==> src/rtl/shift_arbiter.sv <==
// shift_arbiter: round-robin (with burst lock) arbitration of NUM_REQ requesters onto one registered 32-bit barrel shifter
module shift_arbiter #(
  parameter int NUM_REQ  = 4,
  parameter int ID_W     = 2,
  parameter int LOCK_MAX = 8
) (
  input  logic                   clk,
  input  logic                   rst_n,
  input  logic [NUM_REQ-1:0]     req_valid,
  output logic [NUM_REQ-1:0]     req_ready,
  input  logic [NUM_REQ-1:0]     req_lock,
  input  logic [32*NUM_REQ-1:0]  req_data,
  input  logic [5*NUM_REQ-1:0]   req_amount,
  input  logic [2*NUM_REQ-1:0]   req_mode,
  output logic                   rsp_valid,
  input  logic                   rsp_ready,
  output logic [31:0]            rsp_data,
  output logic [ID_W-1:0]        rsp_id,
  output logic                   rsp_err,
  output logic                   busy
);
  localparam int CW = $clog2(LOCK_MAX + 1);
  typedef enum logic [1:0] {IDLE, OUT, STALL} state_t;
  state_t state, state_nx;
  logic [ID_W-1:0] rr_ptr, lock_owner, rr_sel, gnt_id, idx;
  logic lock_on, lock_hit, rr_any, can_accept, acc, relock;
  logic [CW-1:0] lock_cnt, cnt_base;
  logic [31:0] data_a [NUM_REQ];
  logic [4:0] amt_a [NUM_REQ];
  logic [1:0] mode_a [NUM_REQ];
  logic [31:0] op, shifted;
  logic signed [31:0] sra;
  logic [4:0] amt;
  logic [1:0] mode;
  genvar g;
  generate
    for (g = 0; g < NUM_REQ; g++) begin : g_unpack
      assign data_a[g] = req_data[32*g +: 32];
      assign amt_a[g]  = req_amount[5*g +: 5];
      assign mode_a[g] = req_mode[2*g +: 2];
    end
  endgenerate
  assign rsp_valid  = state != IDLE;
  assign busy       = rsp_valid | (|req_valid);
  assign can_accept = !rsp_valid || rsp_ready;
  assign lock_hit   = lock_on && req_valid[lock_owner] && lock_cnt < CW'(LOCK_MAX);
  // Lowest offset from rr_ptr wins, so scan from the far end down.
  always_comb begin
    rr_sel = '0;
    rr_any = 1'b0;
    idx    = '0;
    for (int k = NUM_REQ - 1; k >= 0; k--) begin
      idx = ID_W'((int'(rr_ptr) + k) % NUM_REQ);
      if (req_valid[idx]) begin
        rr_sel = idx;
        rr_any = 1'b1;
      end
    end
  end
  assign gnt_id    = lock_hit ? lock_owner : rr_sel;
  assign acc       = (lock_hit || rr_any) && can_accept;
  assign req_ready = acc ? (NUM_REQ'(1) << gnt_id) : '0;
  assign op        = data_a[gnt_id];
  assign amt       = amt_a[gnt_id];
  assign mode      = mode_a[gnt_id];
  assign sra       = $signed(op) >>> amt;
  assign shifted   = mode == 2'b00 ? op >> amt : mode == 2'b01 ? op << amt : mode == 2'b10 ? sra : op;
  assign cnt_base  = (lock_on && lock_owner == gnt_id) ? lock_cnt : '0;
  assign relock    = req_lock[gnt_id] && cnt_base < CW'(LOCK_MAX - 1);
  always_comb begin
    state_nx = acc ? OUT : (state == IDLE || rsp_ready) ? IDLE : STALL;
  end
  always_ff @(posedge clk) begin
    if (!rst_n) begin
      state      <= IDLE;
      rsp_data   <= '0;
      rsp_id     <= '0;
      rsp_err    <= 1'b0;
      rr_ptr     <= '0;
      lock_on    <= 1'b0;
      lock_owner <= '0;
      lock_cnt   <= '0;
    end else begin
      state <= state_nx;
      if (acc) begin
        rsp_data   <= shifted;
        rsp_id     <= gnt_id;
        rsp_err    <= &mode;
        rr_ptr     <= gnt_id == ID_W'(NUM_REQ - 1) ? '0 : gnt_id + 1'b1;
        lock_on    <= relock;
        lock_owner <= gnt_id;
        lock_cnt   <= relock ? cnt_base + 1'b1 : '0;
      end else if (lock_on && !req_valid[lock_owner]) begin
        lock_on  <= 1'b0;
        lock_cnt <= '0;
      end
    end
  end
endmodule

==> config.mk <==
export PLATFORM = sky130hd
export DESIGN_NAME = shift_arbiter
export DESIGN_NICKNAME = d
export VERILOG_FILES = /design/src/rtl/shift_arbiter.sv
export SDC_FILE = /design/constraint.sdc
export NUM_CORES = 1
export LEC_CHECK = 0
export BUFFER_PORTS_ARGS = -buffer_cell sky130_fd_sc_hd__buf_2
export CAP_MARGIN = 40
export CORE_UTILIZATION = 48
export CTS_BUF_LIST = sky130_fd_sc_hd__clkbuf_8 sky130_fd_sc_hd__clkbuf_16
export DETAILED_ROUTE_END_ITERATION = 6
export HOLD_SLACK_MARGIN = 0.15
export PLACE_DENSITY_LB_ADDON = 0.05
export SYNTH_ARGS = -nofsm -noshare
export SYNTH_HDL_FRONTEND = slang
export SYNTH_SLANG_ARGS = --single-unit
==> constraint.sdc <==
create_clock -name clk -period 10.52 [get_ports clk]
set_clock_uncertainty 0.05 [all_clocks]
set_input_delay 2.104 -clock clk [delete_from_list [all_inputs] [get_ports clk]]
set_output_delay 2.104 -clock clk [all_outputs]
set_load 0.03 [all_outputs]
==> flow_metrics.py, run 1 <==
metrics = {
    "worst_setup_path": {
        "arrival_ps": 6920,
        "crit_type": "in -> reg",
        "reg2reg_depth": 16,
        "cp.required_ps": 10620,
        "path_max_fanout": 42,
        "start_kind": "input port",
        "cp-end-kind": "register",
    },
    "floorplan": {
        "rows": 46,
        "pin_count": 208,
        "die_x_um": 132,
        "dieArea_mm2": 0.0173,
        "design.core.area_mm2": 0.0161,
        "start_util": 0.500,
        "die_y_um": 132,
    },
    "yosys": {
        "syn-mean-instance-area_um2": 7.08,
        "syn_inst": 1138,
        "ys_seq_elements": 44,
        "syn-cell-area_mm2": 0.00805,
        "seq_area_frac_synth": 0.109,
        "syn_nets": 1310,
        "synth_flop_cell": "dfxtp_1",
        "yosys_warnings": 0,
        "ys_types": 79,
        "synth_edf_count": 0,
        "async_flop_share": 0,
    },
    "placed_design": {
        "hpwl_mm": 28.7,
        "port_buffers": 207,
        "placed_area_mm2": 0.00911,
        "numPlacedInstances": 1479,
        "finalWeightedCongestion": 1.08,
    },
    "global_route": {
        "overflow": 0,
        "grt_antenna_before_repair": 0,
        "grt_pass1_vias": 9848,
        "grt_usage": 0.440,
        "grt_pass1_wl_mm": 59.5,
        "grt_max_degree": 66,
    },
    "timing": {
        "fin_setup_tns_ps": 0,
        "min_period_over_period": 0.648,
        "layout_min_cycle_time_ps": 6820,
        "maxSlewViolCount": 0,
        "rsz0062_at_grt": "no",
        "worstMarginPinSlew_ps": 915,
        "setup_viol": 0,
        "hold_violations": 0,
        "slew_headroom": 0.382,
        "fmax_ghz": 0.147,
    },
    "status": {
        "violations": "design-rule violations",
        "status": "complete, but fails checks",
    },
    "clock_network": {
        "holdBufCountCts": 0,
        "cts_max_level": 2,
        "cts_setup_buffers": 0,
        "cts_tree": "yes",
        "cts_buffers": 5,
        "cts_root_buf": "clkbuf_16",
        "clock_path_buffers": 2,
        "clkSlewWorstSetupHoldPaths_ps": 60,
        "clk_latency_ps": 300,
        "cts_sinks": 44,
        "cts_resized": 0,
    },
    "job": {
        "maxCapViolCount": 0,
    },
    "finish": {
        "utilization": 0.574,
        "final_cell_mix": "buf_2, mux2i_1, o21ai_0, nand2_1, nand3_1",
        "area_growth_pct": 14.9,
        "nets": 1442,
        "design_area_mm2": 0.00925,
        "fin_cells": 1486,
        "diodes": 0,
        "final_common_cell": "buf_2",
        "layout-drive-gt1-share": 0.261,
    },
    "drt": {
        "first_pass_iters": 7,
        "drc": 19,
        "detail_route.wl_per_cell_um": 26.4,
        "vias_per_cell": 7.19,
        "ant_nets": 0,
        "finalWirelength_mm": 39.2,
        "drtIter0Drc": 1739,
        "via_count": 10700,
    },
    "min_path": {
        "whs_path_depth": 2,
        "hold_path.class": "reg -> reg",
    },
    "pwr": {
        "power_w": 0.00295,
        "power_density_mw_per_mm2": 319,
        "switching_power_w": 0.00181,
        "power_frac_clock": 0.053,
        "internal-power_w": 0.00115,
        "peakVddDrop_uv": 217,
        "pwr-share-seq": 0.090,
        "p_comb_frac": 0.857,
        "p_sw_frac": 0.612,
        "p_leak_nw": 4.02,
    },
}
[final cells by class]
| type | instances | area [um2] |
|---|---|---|
| clock buffers | 5 | 125 |
| multi-input cells | 968 | 6600 |
| flip-flops and latches | 44 | 881 |
| well taps | 216 | 270 |
| fillers | 1614 | 6860 |
| repair buffers | 239 | 1320 |
| clock inverters | 2 | 12.5 |
| inverters | 12 | 45.0 |
[worst paths after layout]
check,start,end,slack (ps)
worst max-delay path,req_valid[2],rsp_data[13]$_SDFFE_PN0P_,3700
worst min-delay path,rsp_data[7]$_SDFFE_PN0P_,rsp_data[7]$_SDFFE_PN0P_,410
worst max register to register,lock_owner[1]$_SDFFE_PN0P_,rsp_data[13]$_SDFFE_PN0P_,4980
worst min register to register,rsp_data[7]$_SDFFE_PN0P_,rsp_data[7]$_SDFFE_PN0P_,410
[per-stage QoR]
stage	setup WS, ps	hold WS [ps]
2_1_floorplan	4360	375
3_3_place_gp	3490	396
3_5_place_dp	3640	396
5_1_grt	3400	433
4_1_cts	3880	412
6_report	3700	415
[critical path, cell delays in order]
cell and delay (ps):
buf_2 150, mux2i_4 90, nor3_2 510, o21a_1 210, buf_4 320, nor2_1 70, buf_4 200, inv_2 320
buf_4 420, mux2_2 380, o21ai_1 600, o211ai_1 220, nand3_1 140, o21ai_0 190, mux2_2 340, a221oi_1 490
o22ai_1 160
[cells in the mapped netlist (6+ instances only)]
master,count,share of area
a22oi_1,9,0.0084
buf_4,10,0.0093
mux2_2,33,0.046
nor2_1,75,0.035
a31o_2,9,0.0098
dfxtp_1,44,0.11
buf_2,40,0.025
and2_1,12,0.0093
nand3_1,105,0.065
o211ai_1,40,0.037
o2111ai_1,9,0.0098
a221oi_1,9,0.0098
a21o_1,6,0.0056
mux4_2,10,0.028
nand4_1,14,0.011
mux2i_1,136,0.17
nand2_1,118,0.055
a31oi_1,15,0.012
a311oi_1,6,0.0065
o31ai_1,6,0.0056
o21ai_0,121,0.075
o221a_2,7,0.0098
buf_1,7,0.0033
a21oi_1,49,0.030
o22ai_1,11,0.0085
clkbuf_1,51,0.024
o221ai_1,12,0.013
o32ai_1,7,0.0076
nor3_1,11,0.0068
o21ai_1,8,0.0050
a211oi_1,23,0.021
and3_1,15,0.012
inv_1,10,0.0047
[state kept, by name, indices dropped and copies added, names as in the netlist]
signal      count
lock_on         1
lock_owner      2
state           2
rr_ptr          2
rsp_err         1
rsp_data       32
lock_cnt        4
[power groups by stage]
stage	Sequential [W]	Clock (W)	Combinational, W
floorplan	0.000356	0	0.00159
global placement	0.000266	0	0.00238
detailed placement	0.000267	0	0.00239
CTS	0.000265	0.000158	0.00240
global route	0.000271	0.000162	0.00263
finish	0.000266	0.000157	0.00253
[layer usage]
layer	wire length, um	global-route usage	up-vias
met1	15300	0.574	4966
li1	-	-	4648
met4	2380	0.240	2
met2	16600	0.658	864
met3	4960	0.111	197
met5	16	0	-
[logic make-up (layout without fill, tap and decap cells)]
| family | count (synthesis) | in the layout | share of synthesized area |
|---|---|---|---|
| compound gates | 395 | 395 | 0.330 |
| mux | 181 | 181 | 0.249 |
| flops | 44 | 44 | 0.109 |
| simple gates | 386 | 386 | 0.228 |
| fa+ha+maj | 5 | 5 | 0.00777 |
| buf+inv | 126 | 258 | 0.0749 |
| xor+xnor | 1 | 1 | 0.00109 |
Power figures use the tool's default switching activity.
==> inputs of run 2 (changes only) <==
Clock period 10.52 ns to 6.21 ns, I/O delays scaled along.
==> flow_metrics.py, run 2 (synthesized netlist as in run 1, its figures left out) <==
metrics = {
    "floorplan": {
        "dieArea_mm2": 0.0173,
        "pin_count": 208,
        "rows": 46,
        "start_util": 0.500,
        "die_y_um": 132,
        "die_x_um": 132,
        "design.core.area_mm2": 0.0161,
    },
    "clock_network": {
        "cts_setup_buffers": 0,
        "clock_path_buffers": 2,
        "cts_resized": 0,
        "cts_tree": "yes",
        "cts_sinks": 44,
        "cts_buffers": 5,
        "cts_root_buf": "clkbuf_16",
        "clk_latency_ps": 290,
        "cts_max_level": 2,
        "holdBufCountCts": 0,
        "clkSlewWorstSetupHoldPaths_ps": 60,
    },
    "worst_setup_path": {
        "cp-end-kind": "register",
        "cp.required_ps": 6400,
        "arrival_ps": 5820,
        "cp.depth": 15,
        "crit_family": "compound AO/OA/AOI/OAI gates",
        "path_common_cell": "buf_4",
        "slowest_stage": "a311oi_1",
        "path_max_fanout": 56,
        "crit_chain": "buf_2 -> nor2b_1 -> a311oi_1 -> or4_4 -> a21boi_0 -> or3_4 -> nand2_2 -> buf_4 -> buf_4 -> nor2_1 -> a21o_1 -> a221oi_1 -> o211ai_1 -> a31oi_1 -> a221o_1",
        "startpoint": "req_valid[2]",
        "reg2reg_depth": 14,
        "max_stage_delay_ps": 600,
        "crit_type": "in -> reg",
        "rr_startpoint": "lock_owner[1]$_SDFFE_PN0P_",
        "cp_num_buf_inv": 3,
        "r2r_slack_ps": 1090,
        "r2r-end": "rsp_data[26]$_SDFFE_PN0P_",
        "start_kind": "input port",
        "crit_path_end": "rsp_data[25]$_SDFFE_PN0P_",
    },
    "timing": {
        "fmax_ghz": 0.178,
        "setup_viol": 0,
        "fin_setup_tns_ps": 0,
        "rsz0062_at_grt": "no",
        "min_period_over_period": 0.907,
        "maxSlewViolCount": 0,
        "hold_violations": 0,
        "worst_slack_ps": 579,
        "layout_min_cycle_time_ps": 5630,
        "worstMarginPinSlew_ps": 979,
        "slew_headroom": 0.340,
    },
    "global_route": {
        "grt_pass1_vias": 10100,
        "grtUsageMet3": 0.113,
        "grt_pass1_wl_mm": 61.7,
        "grt_usage": 0.459,
        "use_met2": 0.681,
        "overflow": 0,
        "gr-usage-met1": 0.602,
        "grt_antenna_before_repair": 0,
        "grt_max_degree": 57,
        "grt.busiest_layer": "met2",
    },
    "finish": {
        "diodes": 0,
        "largest_reg_flops": 32,
        "nets": 1471,
        "area_growth_pct": 17.7,
        "final_cell_mix": "buf_2, mux2i_1, o21ai_0, nand2_1, nand3_1",
        "regMostFlops": "rsp_data",
        "layout-drive-gt1-share": 0.278,
        "top_regs": "rsp_data: 32 flops, lock_cnt: 4 flops",
        "final_common_cell": "buf_2",
    },
    "pwr": {
        "peakVddDrop_uv": 316,
        "p_leak_nw": 4.16,
        "power_density_mw_per_mm2": 556,
    },
    "drt": {
        "via_count": 11000,
        "drc": 1,
        "vias_per_cell": 7.24,
        "drtIter0Drc": 1930,
        "ant_nets": 0,
        "finalWirelength_mm": 40.7,
        "first_pass_iters": 7,
        "detail_route.wl_per_cell_um": 26.9,
    },
    "placed_design": {
        "pre_cts_slack_ps": 551,
        "hpwl_mm": 30.4,
        "port_buffers": 207,
        "finalWeightedCongestion": 1.04,
    },
    "status": {
        "violations": "design-rule violations",
        "status": "complete, but fails checks",
    },
    "min_path": {
        "hold_path.class": "reg -> reg",
    },
    "job": {
        "maxCapViolCount": 0,
    },
}
run 2: metrics by stage:
step	cells	utilization	area (um2)	hold WS, ps	total power [W]
5_1_grt	1515	0.588	9480	460	0.00543
2_1_floorplan	1138	-	8050	375	0.00330
3_3_place_gp	1507	0.576	9290	396	0.00470
6_report	1515	0.588	9480	424	0.00527
3_5_place_dp	1508	0.577	9300	417	0.00467
4_1_cts	1515	0.588	9480	431	0.00504
run 2: worst register-to-register path, delay by kind of cell, from the launching register on:
kind,cells,cell delay [ps]
buffers and inverters,2,720
muxes,4,840
AOI/OAI and AO/OA,4,1220
DFF,1,610
and+or+nand+nor,4,1580
run 2: cell type report:
type	count	area (um2)
Timing Repair Buffer	268	1500
Sequential cell	44	881
Multi-Input combinational cell	968	6600
Clock inverter	2	60.1
Inverter	12	45.0
Clock buffer	5	125
Tap cell	216	270
Fill cell	1538	6630
run 2: per-layer routing:
metal	vias up	wire length, um
met5	-	0
met4	0	2540
met3	216	5310
met2	952	17300
met1	5097	15600
li1	4700	-
run 2: how the worst min path moves through the flow:
stage / to / slack [ps] / depth (start not counted) / start
global route: rsp_data[9]$_SDFFE_PN0P_ / 460 / 1 / rsp_data[9]$_SDFFE_PN0P_
global placement: lock_cnt[0]$_SDFFE_PN0P_ / 400 / 2 / lock_cnt[0]$_SDFFE_PN0P_
CTS: rsp_data[9]$_SDFFE_PN0P_ / 430 / 1 / rsp_data[9]$_SDFFE_PN0P_
finish: lock_cnt[0]$_SDFFE_PN0P_ / 420 / 2 / lock_cnt[0]$_SDFFE_PN0P_
floorplan: lock_cnt[0]$_SDFFE_PN0P_ / 380 / 2 / lock_cnt[0]$_SDFFE_PN0P_
detailed placement: rsp_data[9]$_SDFFE_PN0P_ / 420 / 1 / rsp_data[9]$_SDFFE_PN0P_
run 2: where the power goes:
part           internal, W  total, W  leakage, nW  switching [W]
sequential        0.000377  0.000439        0.364      0.0000618
combinational      0.00148   0.00449         3.71        0.00300
clock             0.000229  0.000349       0.0899       0.000120
==> inputs of run 3 (changes only) <==
Clock period 6.21 ns to 4.8 ns, I/O delays scaled along.
==> flow_metrics.py, run 3 (synthesized netlist as in run 1, its figures left out) <==
metrics = {
    "global_route": {
        "grtUsageMet3": 0.117,
        "use_met2": 0.695,
        "grt.busiest_layer": "met2",
        "grt_antenna_before_repair": 0,
        "grt_max_degree": 50,
        "grt_usage": 0.460,
        "gr-usage-met1": 0.602,
        "overflow": 0,
        "grt_pass1_wl_mm": 62.0,
        "grt_pass1_vias": 10500,
    },
    "clock_network": {
        "cts_resized": 0,
        "cts_sinks": 44,
        "holdBufCountCts": 0,
        "cts_root_buf": "clkbuf_16",
        "cts_buffers": 5,
        "clk_latency_ps": 300,
        "clkSlewWorstSetupHoldPaths_ps": 60,
        "cts_setup_buffers": 0,
        "cts_tree": "yes",
        "clock_path_buffers": 2,
        "cts_max_level": 2,
    },
    "min_path": {
        "hold_path.class": "reg -> reg",
    },
    "worst_setup_path": {
        "max_stage_delay_ps": 450,
        "r2r_slack_ps": 380,
        "crit_chain": "buf_2 -> mux2i_1 -> nor3b_2 -> o21ba_2 -> a21o_1 -> inv_1 -> buf_12 -> or3_4 -> nand2_2 -> buf_4 -> buf_4 -> mux2i_1 -> mux2i_1 -> mux2_2 -> a221oi_1 -> o22ai_1",
        "cp_num_buf_inv": 5,
        "path_common_cell": "mux2i_1",
        "slowest_stage": "or3_4",
        "start_kind": "input port",
        "arrival_ps": 4790,
        "cp.required_ps": 4920,
        "cp-end-kind": "register",
        "crit_family": "multiplexers",
        "path_max_fanout": 41,
        "crit_type": "in -> reg",
    },
    "timing": {
        "fin_setup_tns_ps": 0,
        "hold_slack_ps": 412,
        "worstMarginPinSlew_ps": 871,
        "rsz0062_at_grt": "no",
        "layout_min_cycle_time_ps": 4670,
        "hold_violations": 0,
        "maxSlewViolCount": 0,
        "fmax_ghz": 0.214,
        "setup_viol": 0,
        "min_period_over_period": 0.973,
        "slew_headroom": 0.419,
    },
    "placed_design": {
        "hpwl_mm": 31.5,
        "finalWeightedCongestion": 1.03,
        "port_buffers": 207,
    },
    "pwr": {
        "p_leak_nw": 4.59,
        "power_density_mw_per_mm2": 708,
        "peakVddDrop_uv": 395,
    },
    "floorplan": {
        "die_x_um": 132,
        "start_util": 0.500,
        "pin_count": 208,
        "die_y_um": 132,
        "dieArea_mm2": 0.0173,
        "design.core.area_mm2": 0.0161,
        "rows": 46,
    },
    "finish": {
        "regMostFlops": "rsp_data",
        "top_regs": "rsp_data: 32 flops, lock_cnt: 4 flops",
        "diodes": 0,
        "area_growth_pct": 26.5,
        "final_common_cell": "buf_2",
        "layout-drive-gt1-share": 0.323,
        "final_cell_mix": "buf_2, buf_4, mux2i_1, o21ai_0, nand2_1",
        "nets": 1557,
        "largest_reg_flops": 32,
    },
    "drt": {
        "finalWirelength_mm": 40.8,
        "drc": 0,
        "drtIter0Drc": 1798,
        "via_count": 11200,
        "detail_route.wl_per_cell_um": 25.5,
        "ant_nets": 0,
        "vias_per_cell": 7.02,
        "first_pass_iters": 6,
    },
    "job": {
        "maxCapViolCount": 0,
    },
    "status": {
        "status": "completed",
    },
}
==> run 3: area by class of cell <==
| cell class | count | area, um2 |
|---|---|---|
| Sequential cell | 44 | 881 |
| Clock buffer | 5 | 125 |
| Multi-Input combinational cell | 968 | 6600 |
| Tap cell | 216 | 270 |
| Inverter | 12 | 45.0 |
| Fill cell | 1480 | 5930 |
| Timing Repair Buffer | 354 | 2250 |
| Clock inverter | 2 | 12.5 |
==> run 3: where the power goes <==
part / switching (W) / leakage [nW] / internal, W
Combinational: 0.00395 / 4.16 / 0.00234
Clock: 0.000159 / 0.0657 / 0.000189
Sequential: 0.0000810 / 0.364 / 0.000488
Total: 0.00419 / 4.59 / 0.00302
==> run 3: path summary, 6_finish.rpt <==
check,start,to,cells past startpoint
max,req_valid[3],rsp_data[13]$_SDFFE_PN0P_,16
min,rsp_data[7]$_SDFFE_PN0P_,rsp_data[7]$_SDFFE_PN0P_,2
max reg2reg,lock_owner[1]$_SDFFE_PN0P_,rsp_data[13]$_SDFFE_PN0P_,15
min reg2reg,rsp_data[7]$_SDFFE_PN0P_,rsp_data[7]$_SDFFE_PN0P_,2
==> run 3: metrics by stage <==
stage	instances	worst slack, ps	power [W]	util	area [um2]
final	1601	128	0.00721	0.632	10200
after global routing	1601	3.07	0.00744	0.632	10200
after CTS	1601	293	0.00690	0.632	10200
after detailed placement	1594	13.3	0.00653	0.624	10100
after global placement	1594	94.0	0.00656	0.624	10100
after floorplan	1138	672	0.00426	-	8050
==> run 3: worst register-to-register path, stage by stage, from the launching register on <==
cell	delay, ps
dfxtp_1	460
mux2i_1	290
nor3b_2	120
o21ba_2	260
a21o_1	280
inv_1	130
buf_12	200
or3_4	460
nand2_2	350
buf_4	240
buf_4	140
mux2i_1	270
mux2i_1	210
mux2_2	370
a221oi_1	320
o22ai_1	140
==> run 3: metal layers <==
layer,up-vias,wire [um],share of wire
met5,-,0,0
met1,5198,15600,0.38
li1,4876,-,-
met4,0,2320,0.057
met2,988,17300,0.42
met3,180,5630,0.14
